**config.mk**
```make
export PLATFORM = sky130hd
export DESIGN_NAME = booth_mult_seq
export DESIGN_NICKNAME = d
export VERILOG_FILES = /design/src/rtl/booth_pkg.sv /design/src/rtl/booth_addsub.sv /design/src/rtl/booth_mult_seq.sv
export SDC_FILE = /design/constraint.sdc
export NUM_CORES = 1
export LEC_CHECK = 0
export ABC_AREA = 1
export CAP_MARGIN = 10
export CELL_PAD_IN_SITES_DETAIL_PLACEMENT = 0
export CELL_PAD_IN_SITES_GLOBAL_PLACEMENT = 1
export CORE_MARGIN = 5
export CORE_UTILIZATION = 30
export CTS_CLUSTER_DIAMETER = 60
export DETAILED_ROUTE_END_ITERATION = 10
export PLACE_DENSITY = 0.65
export SKIP_LAST_GASP = 1
export SLEW_MARGIN = 20
export SYNTH_ARGS = -nofsm -noshare
export SYNTH_HDL_FRONTEND = slang
export SYNTH_SLANG_ARGS = --single-unit
```
**constraint.sdc**
```tcl
create_clock -name clk -period 3.45 [get_ports clk]
set_clock_uncertainty 0.2 [all_clocks]
set_input_delay 0.345 -clock clk [delete_from_list [all_inputs] [get_ports clk]]
set_output_delay 0.345 -clock clk [all_outputs]
set_load 0.01 [all_outputs]
```
**src/rtl/booth_pkg.sv**
```systemverilog
// Shared types for the sequential Booth multiplier: controller states and
// the Booth recoding of the {Q[0], q_1} pair.
package booth_pkg;

    typedef enum logic [1:0] {
        IDLE = 2'd0,
        CALC = 2'd1,
        DONE = 2'd2
    } state_t;

    // 2'b11 is also a no-op; only ADD and SUB touch the accumulator.
    localparam logic [1:0] BOOTH_NOP = 2'b00;
    localparam logic [1:0] BOOTH_ADD = 2'b01;
    localparam logic [1:0] BOOTH_SUB = 2'b10;

endpackage

```
**src/rtl/booth_addsub.sv**
```systemverilog
// N-bit combinational add/subtract for the Booth accumulator; wraps modulo 2^N.
module booth_addsub #(
    parameter int N = 9
) (
    input  logic signed [N-1:0] a,
    input  logic signed [N-1:0] b,
    input  logic                sub,
    output logic signed [N-1:0] sum
);

    assign sum = sub ? (a - b) : (a + b);

endmodule

```
**src/rtl/booth_mult_seq.sv**
```systemverilog
// Sequential radix-2 Booth multiplier with a valid/ready front and back end.
// One Booth step per clock over N = WIDTH+1 extended bits handles both signed and unsigned operands.
module booth_mult_seq
    import booth_pkg::*;
#(
    parameter int WIDTH = 8
) (
    input  logic                 clk,
    input  logic                 rst,
    input  logic                 in_valid,
    output logic                 in_ready,
    input  logic [WIDTH-1:0]     op_a,
    input  logic [WIDTH-1:0]     op_b,
    input  logic                 op_signed,
    output logic                 out_valid,
    input  logic                 out_ready,
    output logic [2*WIDTH-1:0]   product,
    output logic                 busy
);

    localparam int N  = WIDTH + 1;
    localparam int CW = $clog2(N) + 1;

    state_t state_q, state_d;

    logic signed [N-1:0]  m_q, m_d;
    logic signed [N-1:0]  a_q, a_d;
    logic [N-1:0]         q_q, q_d;
    logic                 q1_q, q1_d;
    logic [CW-1:0]        cnt_q, cnt_d;
    logic [2*WIDTH-1:0]   product_q, product_d;

    logic [1:0]           booth_op;
    logic signed [N-1:0]  sum;
    logic signed [N-1:0]  a_new;
    logic signed [N-1:0]  a_sh;
    logic [N-1:0]         q_sh;
    logic                 q1_sh;
    logic                 last_step;

    assign booth_op  = {q_q[0], q1_q};
    assign last_step = (cnt_q == CW'(N - 1));

    booth_addsub #(.N(N)) u_addsub (
        .a   (a_q),
        .b   (m_q),
        .sub (booth_op == BOOTH_SUB),
        .sum (sum)
    );

    // Conditional add/sub followed by an arithmetic shift of {A, Q, q_1}.
    always_comb begin
        a_new = ((booth_op == BOOTH_ADD) || (booth_op == BOOTH_SUB)) ? sum : a_q;
        {a_sh, q_sh, q1_sh} = {a_new[N-1], a_new, q_q};
    end

    always_ff @(posedge clk or posedge rst) begin
        if (rst) begin
            state_q <= IDLE;
        end else begin
            state_q <= state_d;
        end
    end

    always_comb begin
        state_d = state_q;
        case (state_q)
            IDLE:    if (in_valid)  state_d = CALC;
            CALC:    if (last_step) state_d = DONE;
            DONE:    if (out_ready) state_d = IDLE;
            default:                state_d = IDLE;
        endcase
    end

    always_comb begin
        in_ready  = (state_q == IDLE);
        out_valid = (state_q == DONE);
        busy      = (state_q == CALC) || (state_q == DONE);
    end

    // Datapath next-state; operands are captured only on the accept edge.
    always_comb begin
        m_d       = m_q;
        a_d       = a_q;
        q_d       = q_q;
        q1_d      = q1_q;
        cnt_d     = cnt_q;
        product_d = product_q;
        if ((state_q == IDLE) && in_valid) begin
            m_d   = {op_signed & op_a[WIDTH-1], op_a};
            q_d   = {op_signed & op_b[WIDTH-1], op_b};
            a_d   = '0;
            q1_d  = 1'b0;
            cnt_d = '0;
        end else if (state_q == CALC) begin
            a_d   = a_sh;
            q_d   = q_sh;
            q1_d  = q1_sh;
            cnt_d = cnt_q + CW'(1);
            // The two top bits of {A, Q} are pure sign extension of the result.
            if (last_step) begin
                product_d = {a_sh[N-3:0], q_sh};
            end
        end
    end

    always_ff @(posedge clk or posedge rst) begin
        if (rst) begin
            m_q       <= '0;
            a_q       <= '0;
            q_q       <= '0;
            q1_q      <= 1'b0;
            cnt_q     <= '0;
            product_q <= '0;
        end else begin
            m_q       <= m_d;
            a_q       <= a_d;
            q_q       <= q_d;
            q1_q      <= q1_d;
            cnt_q     <= cnt_d;
            product_q <= product_d;
        end
    end

    assign product = product_q;

endmodule

```
==> results.ini <==
[synth]
syn_area_um2=2799
synth_nets=398
synth_top_area_share=0.4470
ys_seq_area_frac=0.4470
synth_warnings=0
synth_cell_types=34
synth_top_cell_by_area=dfrtp_1
syn_avg_cell_area_um2=7.753
syn_inst=361
synth-seq-cells=50
ys_top_cells_by_area=dfrtp_1, nand2_1, inv_1

[critical_path]
cp-start-kind=flip-flop
reg2reg_to=product[4]$_DFFE_PP0P_
r2r_slack_ns=0.82
reg2reg_depth=10
arrival_ns=2.61
r2r_start=state_q[0]$_DFFE_PP0P_
worstPathRequired_ns=3.43
crit_path_end_kind=flip-flop
crit_type=reg2reg
crit_fanout=28

[power]
ir_drop_mv=0.4080
leakage_nw=1.743
power.density_nw_per_um2=1018

[sta]
min_period_ns=2.628
rsz0062_at_grt=false
tightest_slew_ns=0.8791
drv_slew=0
finalHoldViolations=0
finalSetupTns_ns=0
period_share=0.7618
timing.final.ws_setup_ns=0.8218
fmax_mhz=380.5
final-setup-viol-count=0
slew_headroom=0.4132

[clock_network]
cts_sinks=50
ctsResizeCount=0
cts_root_buffer=clkbuf_8
cts_tree=built
clk_latency_ns=0.31
postCtsSetupBuffers=0
clk_pin_slew_ns=0.10
htree_levels=2
cts-hold-fix-buffers=0
cts_buffer_depth=2
cts_buffers=5

[die]
row_count=35
die_w_um=106.6
ioPinCount=40
core_area_um2=9153
start_util=0.3058
dieArea_um2=11360
die_h_um=106.6

[hold_path]
min_to=cnt_q[4]$_DFFE_PP0P_
hold_class=reg2reg
min_from=cnt_q[4]$_DFFE_PP0P_
hold_depth=1

[grt]
grt_overflow=0
global_route.usage.total=0.1216
grt_pass1_wl_um=11140
antenna_found_initial=0
use_met1=0.1673
first_global_vias=2274
met2_usage=0.1920
met3_usage=0.02890
busiest_layer=met2
grt_max_degree=51

[route]
via_count=2309
wl_um=6646
first_pass_iters=4
drc=0
wl_per_cell_um=12.98
ant_nets=0
avgViaCountPerCell=4.510
dr.first_iter.drc_count=106

[placement]
gp_congestion=0.7915
io_buffer_count=39
dp.cells=504
postPlaceCellArea_um2=3288
post-place-ws_ns=0.7238
dpl.hpwl_um=5169

[finish]
num_antenna_cells=0
most-common-layout-cells=nand2_1, inv_1, dfrtp_1
syn2layout_area_growth_pct=21.73
utilization=0.3722
design_area_um2=3407
fin_cells=512
layout_commonest_cell=nand2_1
drive_gt1_frac=0.05486
final_nets=437

[status]
status=finished, final reports clean

[flow_run]
maxCapViolCount=0

[per-stage QoR]
step / hold WS (ns) / total power [mW]
global placement: 0.2662 / 3.074
detailed placement: 0.2667 / 3.058
global route: 0.3072 / 3.846
floorplan: 0.2337 / 2.413
CTS: 0.2837 / 3.509
finish: 0.2870 / 3.467
[registers in the layout, indices dropped and copies added (netlist names)]
signal / count
m_q: 9
a_q: 8
cnt_q: 5
q1_q: 1
q_q: 9
product: 16
state_q: 2
[layer usage]
layer  share of wire  wire, um
met5               0         0
met4           0.016       105
met1            0.49      3238
met2            0.46      3030
met3           0.041       272
[kinds of logic (layout without fill, tap and decap cells)]
| group | after synthesis | after routing | share of synthesized area |
|---|---|---|---|
| XOR/XNOR | 7 | 7 | 0.02190 |
| flip-flops | 50 | 50 | 0.4470 |
| AO/OA/AOI/OAI | 49 | 49 | 0.1055 |
| AND/OR/NAND/NOR | 172 | 172 | 0.2566 |
| buffers and inverters | 67 | 107 | 0.09477 |
| adder cells (fa/ha/maj) | 16 | 16 | 0.07421 |
[layout make-up]
class / count / area [um2]
Sequential cell: 50 / 1251
Clock inverter: 3 / 48.80
Inverter: 60 / 226.5
Tap cell: 111 / 138.9
Clock buffer: 5 / 68.82
Multi-Input combinational cell: 244 / 1282
Timing Repair Buffer: 39 / 390.4
Fill cell: 966 / 5746
[critical path, stage by stage, from the launching register on]
cell	delay [ns]
dfrtp_1	0.39
inv_1	0.08
ha_1	0.23
nand2_2	0.14
inv_2	0.21
nor2_2	0.46
inv_2	0.23
nor2_8	0.19
inv_2	0.19
nand2_1	0.10
o21ai_1	0.06
[synth_stat cells]
cell / number
inv_1: 55
o211ai_1: 3
nand4_1: 1
a31oi_1: 1
o221ai_1: 8
nor2_2: 2
o31ai_1: 1
nand3_1: 20
nor2_1: 14
and2_1: 1
a21oi_1: 6
xor2_1: 7
nor3_1: 2
nor2_8: 1
ha_1: 15
buf_4: 1
buf_2: 2
o21ai_2: 2
buf_1: 1
nand2_2: 1
nand2_1: 124
nor4_1: 1
o22ai_1: 1
or2_2: 2
dfrtp_1: 50
buf_6: 1
or2_0: 1
o21ai_0: 22
fa_1: 1
nor3b_1: 1
or2_1: 1
o21ai_1: 5
inv_2: 5
clkbuf_1: 2
[power breakdown]
part | internal, mW | switching, mW
clock | 0.222 | 0.225
sequential | 0.822 | 0.152
combinational | 0.802 | 1.24
[how the worst max path moves through the flow]
stage / slack (ns) / end / depth (start not counted) / from
finish: 0.82 / product[4]$_DFFE_PP0P_ / 10 / state_q[0]$_DFFE_PP0P_
global route: 0.57 / product[3]$_DFFE_PP0P_ / 10 / state_q[0]$_DFFE_PP0P_
CTS: 0.84 / product[4]$_DFFE_PP0P_ / 10 / state_q[0]$_DFFE_PP0P_
detailed placement: 0.72 / product[8]$_DFFE_PP0P_ / 9 / in_valid
global placement: 0.84 / product[1]$_DFFE_PP0P_ / 9 / in_valid
floorplan: 1.20 / product[15]$_DFFE_PP0P_ / 14 / m_q[0]$_DFFE_PP0P_
Power figures use the tool's default switching activity.
